--- config.mk ---
export PLATFORM = sky130hd
export DESIGN_NAME = adc_offset_scale
export DESIGN_NICKNAME = d
export VERILOG_FILES = /design/src/rtl/adc_pkg.sv /design/src/rtl/sat_shift.sv /design/src/rtl/adc_offset_scale.sv
export SDC_FILE = /design/constraint.sdc
export NUM_CORES = 1
export LEC_CHECK = 0
export ABC_CLOCK_PERIOD_IN_PS = 3570
export CAP_MARGIN = 20
export CORE_MARGIN = 4
export CORE_UTILIZATION = 25
export DETAILED_ROUTE_END_ITERATION = 10
export GPL_ROUTABILITY_DRIVEN = 0
export PLACE_DENSITY_LB_ADDON = 0.2
export SYNTH_ARGS = -nofsm -noshare
export SYNTH_HDL_FRONTEND = slang
export SYNTH_SLANG_ARGS = --single-unit
export TNS_END_PERCENT = 1
--- constraint.sdc ---
create_clock -name clk -period 3.57 [get_ports clk]
set_clock_uncertainty 0.1 [all_clocks]
set_input_delay 0.8925 -clock clk [delete_from_list [all_inputs] [get_ports clk]]
set_output_delay 0.8925 -clock clk [all_outputs]
set_load 0.01 [all_outputs]
--- src/rtl/adc_pkg.sv ---
// adc_pkg: shared widths and FSM encoding for the ADC offset/scale block.
//   ADC_W  - raw ADC code width
//   OUT_W  - scaled output width
//   DIFF_W - signed offset-corrected difference width
//   PROD_W - full-precision product width (DIFF_W + 16-bit gain)
//   CALIB/RUN/FAULT - state encoding, exposed on the top-level state_o port
package adc_pkg;

    localparam int ADC_W  = 12;
    localparam int OUT_W  = 16;
    localparam int DIFF_W = ADC_W + 1;
    localparam int PROD_W = 29;

    localparam logic [1:0] CALIB = 2'd0;
    localparam logic [1:0] RUN   = 2'd1;
    localparam logic [1:0] FAULT = 2'd2;

    // Magnitude of a signed OUT_W value in OUT_W+1 bits, so that the most
    // negative code maps to +2^(OUT_W-1) without wrapping.
    function automatic logic [OUT_W:0] mag_of(input logic [OUT_W-1:0] v);
        logic [OUT_W:0] ext;
        ext = {v[OUT_W-1], v};
        return v[OUT_W-1] ? (~ext + (OUT_W+1)'(1)) : ext;
    endfunction

endpackage

--- src/rtl/sat_shift.sv ---
// sat_shift: arithmetic right shift of a full-precision signed product
// followed by saturation to the signed OUT_W output range.
//   prod_i - PROD_W-bit signed product
//   sat_o  - OUT_W-bit signed result, clamped to [-2^(OUT_W-1), 2^(OUT_W-1)-1]
module sat_shift
    import adc_pkg::*;
#(
    parameter int SHIFT = 14
) (
    input  logic signed [PROD_W-1:0] prod_i,
    output logic signed [OUT_W-1:0]  sat_o
);

    localparam logic signed [PROD_W-1:0] MAX_V = PROD_W'((2 ** (OUT_W - 1)) - 1);
    localparam logic signed [PROD_W-1:0] MIN_V = PROD_W'(-(2 ** (OUT_W - 1)));

    logic signed [PROD_W-1:0] sh_w;

    always_comb begin
        sh_w = prod_i >>> SHIFT;
        if (sh_w > MAX_V) begin
            sat_o = MAX_V[OUT_W-1:0];
        end else if (sh_w < MIN_V) begin
            sat_o = MIN_V[OUT_W-1:0];
        end else begin
            sat_o = sh_w[OUT_W-1:0];
        end
    end

endmodule

--- src/rtl/adc_offset_scale.sv ---
// adc_offset_scale: zero-offset calibration, offset removal, gain scaling and
// overcurrent trip for a 12-bit ADC sample stream.
//
// Handshake: sample_valid and value_valid are one-cycle strobes with no
// backpressure; a sample is accepted on any rising edge where sample_valid is
// high and the block is in CALIB (accumulated) or RUN (pipelined). Each RUN
// sample appears on value_out with value_valid exactly 3 cycles later.
//
// Ports:
//   clk, rst      - clock and synchronous active-high reset
//   sample_in     - unsigned ADC code, qualified by sample_valid
//   trip_limit    - unsigned overcurrent magnitude threshold
//   recal         - pulse: restart calibration (RUN only)
//   fault_clr     - pulse: leave FAULT back to RUN (FAULT only)
//   value_out     - signed scaled result, qualified by value_valid, held between strobes
//   offset_out    - calibrated zero offset
//   calib_done    - high in RUN or FAULT
//   fault         - latched overcurrent flag
//   state_o       - current FSM state (CALIB/RUN/FAULT encoding from adc_pkg)
module adc_offset_scale
    import adc_pkg::*;
#(
    parameter int                 CAL_LOG2 = 4,
    parameter logic signed [15:0] GAIN     = 16'sd16384,
    parameter int                 SHIFT    = 14
) (
    input  logic             clk,
    input  logic             rst,
    input  logic [ADC_W-1:0] sample_in,
    input  logic             sample_valid,
    input  logic [15:0]      trip_limit,
    input  logic             recal,
    input  logic             fault_clr,
    output logic [OUT_W-1:0] value_out,
    output logic             value_valid,
    output logic [ADC_W-1:0] offset_out,
    output logic             calib_done,
    output logic             fault,
    output logic [1:0]       state_o
);

    localparam int ACC_W = ADC_W + CAL_LOG2;

    logic [1:0]               state_q,  state_d;
    logic [ACC_W-1:0]         acc_q,    acc_d;
    logic [CAL_LOG2-1:0]      cnt_q,    cnt_d;
    logic [ADC_W-1:0]         offset_q, offset_d;
    logic                     s1_v_q,   s1_v_d;
    logic signed [DIFF_W-1:0] diff_q,   diff_d;
    logic                     s2_v_q,   s2_v_d;
    logic signed [PROD_W-1:0] prod_q,   prod_d;
    logic [OUT_W-1:0]         value_q,  value_d;
    logic                     vv_q,     vv_d;
    logic                     fault_q,  fault_d;

    logic [ACC_W-1:0]         sum_w;
    logic signed [PROD_W-1:0] diff_x_w;
    logic signed [PROD_W-1:0] gain_x_w;
    logic signed [OUT_W-1:0]  sat_w;
    logic [OUT_W:0]           mag_w;
    logic                     trip_w;

    sat_shift #(.SHIFT(SHIFT)) u_sat_shift (
        .prod_i (prod_q),
        .sat_o  (sat_w)
    );

    assign sum_w    = acc_q + ACC_W'(sample_in);
    assign diff_x_w = PROD_W'(diff_q);
    assign gain_x_w = PROD_W'(GAIN);
    assign mag_w    = mag_of(sat_w);
    // Only a sample actually leaving stage 3 in RUN can trip.
    assign trip_w   = (state_q == RUN) && s2_v_q && (mag_w > {1'b0, trip_limit});

    always_comb begin
        state_d  = state_q;
        acc_d    = acc_q;
        cnt_d    = cnt_q;
        offset_d = offset_q;
        s1_v_d   = 1'b0;
        diff_d   = diff_q;
        s2_v_d   = 1'b0;
        prod_d   = prod_q;
        value_d  = value_q;
        vv_d     = 1'b0;
        fault_d  = fault_q;

        case (state_q)
            CALIB: begin
                if (sample_valid) begin
                    acc_d = sum_w;
                    cnt_d = cnt_q + CAL_LOG2'(1);
                    if (&cnt_q) begin
                        // Last calibration sample: the offset is visible in the
                        // very next cycle, so the first RUN sample uses it.
                        offset_d = sum_w[ACC_W-1:CAL_LOG2];
                        acc_d    = '0;
                        cnt_d    = '0;
                        state_d  = RUN;
                    end
                end
            end

            RUN: begin
                if (sample_valid) begin
                    s1_v_d = 1'b1;
                    diff_d = DIFF_W'(sample_in) - DIFF_W'(offset_q);
                end
                s2_v_d = s1_v_q;
                prod_d = diff_x_w * gain_x_w;
                if (s2_v_q) begin
                    value_d = sat_w;
                    vv_d    = 1'b1;
                end

                if (trip_w) begin
                    // Tripping sample is still presented; younger ones are dropped.
                    fault_d = 1'b1;
                    state_d = FAULT;
                    s1_v_d  = 1'b0;
                    s2_v_d  = 1'b0;
                end else if (recal) begin
                    state_d = CALIB;
                    acc_d   = '0;
                    cnt_d   = '0;
                    s1_v_d  = 1'b0;
                    s2_v_d  = 1'b0;
                    vv_d    = 1'b0;
                    value_d = value_q;
                end
            end

            FAULT: begin
                value_d = '0;
                if (fault_clr) begin
                    state_d = RUN;
                    fault_d = 1'b0;
                end
            end

            default: begin
                state_d = CALIB;
            end
        endcase
    end

    always_ff @(posedge clk) begin
        if (rst) begin
            state_q  <= CALIB;
            acc_q    <= '0;
            cnt_q    <= '0;
            offset_q <= '0;
            s1_v_q   <= 1'b0;
            diff_q   <= '0;
            s2_v_q   <= 1'b0;
            prod_q   <= '0;
            value_q  <= '0;
            vv_q     <= 1'b0;
            fault_q  <= 1'b0;
        end else begin
            state_q  <= state_d;
            acc_q    <= acc_d;
            cnt_q    <= cnt_d;
            offset_q <= offset_d;
            s1_v_q   <= s1_v_d;
            diff_q   <= diff_d;
            s2_v_q   <= s2_v_d;
            prod_q   <= prod_d;
            value_q  <= value_d;
            vv_q     <= vv_d;
            fault_q  <= fault_d;
        end
    end

    assign value_out   = value_q;
    assign value_valid = vv_q;
    assign offset_out  = offset_q;
    assign calib_done  = (state_q == RUN) || (state_q == FAULT);
    assign fault       = fault_q;
    assign state_o     = state_q;

endmodule

==> results.py <==
metrics = {
    "status": {
        "outcome": "finished with violations",
        "failed_checks": "setup timing",
    },
    "global_route": {
        "grt_pass1_wl_um": 21700,
        "antenna_found_initial": 0,
        "grt_max_degree": 61,
        "grt_overflow_total": 0,
        "grt_pass1_vias": 4320,
        "grtUsageTotal_pct": 12.2,
    },
    "final_layout": {
        "final_cells": 927,
        "regArea_mm2": 0.00154,
        "layout-area-overhead-vs-synth_pct": 33.1,
        "finalInstanceArea_mm2": 0.00639,
        "final_nets": 743,
        "layout-drive-gt1-share_pct": 14.5,
        "diodes": 0,
        "multi_input_area_mm2": 0.00316,
        "fillers": 1943,
    },
    "pwr": {
        "pwr-share-comb_pct": 20.8,
        "intPower_uw": 1730,
        "pwr-share-seq_pct": 38.3,
        "power_frac_clock_pct": 41.0,
        "p_leak_uw": 0.00249,
        "switching_share_pct": 28.1,
        "ir_drop_mv": 0.283,
        "powerDensity_mw_per_mm2": 376,
        "power.net_switching_uw": 676,
    },
    "worst_setup_path": {
        "critical_path.slowest_cell": "or3_4",
        "critPathMaxStageDelay_ps": 440,
        "worstSetupPathType": "reg2reg",
        "cp-start-kind": "register",
        "worstPathArrival_ps": 3810,
        "crit_path_end_kind": "register",
        "worstPathCellList": "inv_2 > ha_4 > nand2_4 > or3_4 > or3_4 > o31ai_4 > xnor2_2 > ha_1 > a21o_1 > a21oi_2 > o221ai_2 > a21o_4 > a31oi_4 > clkbuf_16 > buf_6 > nand2_2 > a21oi_2",
        "cp_max_fo": 8,
        "cp_top_family": "compound AO/OA/AOI/OAI gates",
        "required_ps": 3740,
        "critical_path_buf_inv_count": 3,
    },
    "timing": {
        "tightest_slew_ps": 701,
        "min_period_over_period_pct": 102,
        "finalSetupViolations": 13,
        "holdWs_ps": 359,
        "fin_ws_ps": -74.5,
        "layout_min_cycle_time_ps": 3640,
        "slew-limit-headroom_pct": 53.3,
        "hold_viol_final": 0,
        "fmax_mhz": 274,
        "maxSlewViolCount": 0,
        "rsz0062_at_grt": "true",
    },
    "placement": {
        "place_worst_setup_slack_ps": -106,
        "dpl.cell_count": 909,
        "dp_hpwl_um": 9650,
        "numPortBuffers": 65,
        "placed_area_mm2": 0.00583,
    },
    "detailed_routing": {
        "drtAntennaViolNets": 0,
        "drc": 0,
        "vias": 4260,
        "dr.pass1.iters": 5,
        "drt-total-wl_um": 13000,
        "viasPerCell": 4.60,
        "routedWlPerCell_um": 14.0,
        "drt_first_iter_violations": 168,
    },
    "die": {
        "initial_core_util_pct": 25.5,
        "die_w_um": 147,
        "row_count": 50,
        "die_area_mm2": 0.0215,
        "die_h_um": 147,
        "ios": 66,
        "core_mm2": 0.0188,
    },
    "yosys": {
        "syn_area_per_cell_um2": 8.24,
        "netlist_instances": 583,
        "yosysUniqueCellTypes": 60,
        "ys_seq_area_share_pct": 32.1,
        "synth-edff-count": 0,
        "ys_ff_latch": 77,
        "async_flop_share_pct": 0,
        "ys_warn_count": 0,
        "synthesis.area_mm2": 0.00480,
        "ys.flop_type": "dfxtp_1",
    },
    "job": {
        "maxCapViolCount": 0,
    },
    "clock_tree": {
        "clock_latency_ps": 340,
        "clk_pin_slew_ps": 60,
        "cts_max_level": 3,
        "cts-root-buf": "clkbuf_16",
        "clk_path_buf_depth": 2,
        "clock_sinks": 77,
        "numCtsBuffers": 9,
        "cts_tree": "built",
        "ctsHoldBuffers": 0,
    },
    "min_path": {
        "hold_class": "reg2reg",
    },
}
-- power by group through the flow --
stage	logic (uW)	clock network (uW)	registers, uW
floorplan	353	0	933
global placement	480	0	937
detailed placement	484	0	938
CTS	491	1010	919
global route	565	1050	925
finish	499	984	920
-- registers in the layout, indices dropped and copies added (netlist names) --
| register | count |
|---|---|
| diff_q | 13 |
| s1_v_q | 1 |
| fault | 1 |
| acc_q | 16 |
| prod_q | 13 |
| state_o | 2 |
| cnt_q | 4 |
| s2_v_q | 1 |
| offset_out | 12 |
| value_valid | 1 |
| value_out | 13 |
-- through the flow --
step	total power [uW]	setup TNS [ps]	utilization, %
6_report	2400	-719	34.0
5_1_grt	2540	-4460	34.0
4_1_cts	2420	-16.6	32.9
3_5_place_dp	1420	-2200	31.0
3_3_place_gp	1420	-766	31.0
2_1_floorplan	1290	0	-
-- worst paths after layout --
check,from,endpoint,slack [ps],cells past startpoint
setup / recovery,prod_q[15]$_SDFFE_PP0P_,value_out[8]$_SDFFE_PP0P_,-70,17
setup reg to reg,prod_q[15]$_SDFFE_PP0P_,value_out[8]$_SDFFE_PP0P_,-70,17
hold reg to reg,diff_q[6]$_SDFFE_PP0P_,diff_q[6]$_SDFFE_PP0P_,360,2
hold / removal,diff_q[6]$_SDFFE_PP0P_,diff_q[6]$_SDFFE_PP0P_,360,2
-- what timing repair did --
item / 4_1_cts / 5_1_grt
setup endpoints to repair: 33 / 39
gates cloned: 0 / 1
pin swaps: 3 / 25
buffers inserted: 1 / 0
endpoints found under the hold margin: 0 / 0
gates resized for setup: 4 / 50
-- kinds of logic after synthesis --
| group | count (synthesis) | share of synthesized area (%) |
|---|---|---|
| XOR/XNOR | 28 | 5.10 |
| multiplexers | 18 | 3.75 |
| flip-flops | 77 | 32.1 |
| buffers and inverters | 68 | 6.09 |
| AND/OR/NAND/NOR | 199 | 20.0 |
| AO/OA/AOI/OAI | 144 | 20.1 |
| adder cells (fa/ha/maj) | 48 | 12.8 |
| other | 1 | 0.0781 |
-- worst register-to-register path: cells and delay by family (launching register included) --
kind	cells	cell delay, ps
AND/OR/NAND/NOR	4	870
AO/OA/AOI/OAI	7	1300
flip-flops	1	330
XOR/XNOR	1	110
adder cells (fa/ha/maj)	2	470
buffers and inverters	3	390
-- layout by cell type (no fill, tap or decap), types with 9 or more instances in the layout --
| cell | instances |
|---|---|
| a211oi_1 | 9 |
| a21oi_1 | 35 |
| a21oi_2 | 12 |
| a22oi_1 | 12 |
| buf_4 | 20 |
| clkbuf_16 | 10 |
| clkdlybuf4s50_1 | 64 |
| dfxtp_1 | 75 |
| ha_1 | 45 |
| inv_1 | 40 |
| mux2i_1 | 18 |
| nand2_1 | 42 |
| nand3_1 | 13 |
| nor2_1 | 68 |
| nor3_1 | 15 |
| o21ai_0 | 20 |
| or3b_4 | 11 |
| xnor2_1 | 14 |
| xor2_1 | 12 |
-- synthesized netlist by cell type, drive strengths merged (2+ instances only) --
cell type / n / area share (%)
dfxtp: 77 / 32
nor2: 69 / 5.4
nand2: 50 / 3.9
a21oi: 47 / 5.5
ha: 46 / 12
inv: 42 / 3.3
o21ai: 26 / 2.7
mux2i: 18 / 3.7
clkbuf: 16 / 1.3
xnor2: 16 / 2.9
nor3: 15 / 1.6
nand3: 14 / 1.5
a22oi: 13 / 2.0
xor2: 12 / 2.2
or3b: 11 / 2.0
a211oi: 9 / 1.4
buf: 9 / 1.5
a21o: 8 / 1.4
o31ai: 8 / 1.3
a31oi: 7 / 1.2
nand4: 7 / 0.91
and2: 5 / 0.68
nand2b: 5 / 0.65
o41ai: 5 / 0.91
nand3b: 4 / 0.63
nor2b: 4 / 0.52
nor3b: 4 / 0.63
o21a: 4 / 0.63
or3: 4 / 0.52
a21boi: 3 / 0.47
o211ai: 3 / 0.47
fa: 2 / 0.83
o21bai: 2 / 0.31
o31a: 2 / 0.36
-- layer usage --
metal	track usage, %	share of wire [%]
met1	16.2	49
met2	19.7	45
met3	3.66	4.6
met4	2.59	0.79
met5	0	0
-- layout make-up --
class	instances	share of cell area (%)
Clock inverter	5	1.33
Inverter	43	2.52
Clock buffer	11	3.64
Sequential cell	77	24.1
Timing Repair Buffer	91	13.9
Multi-Input combinational cell	440	49.4
Tap cell	260	5.09
Power figures use the tool's default switching activity.
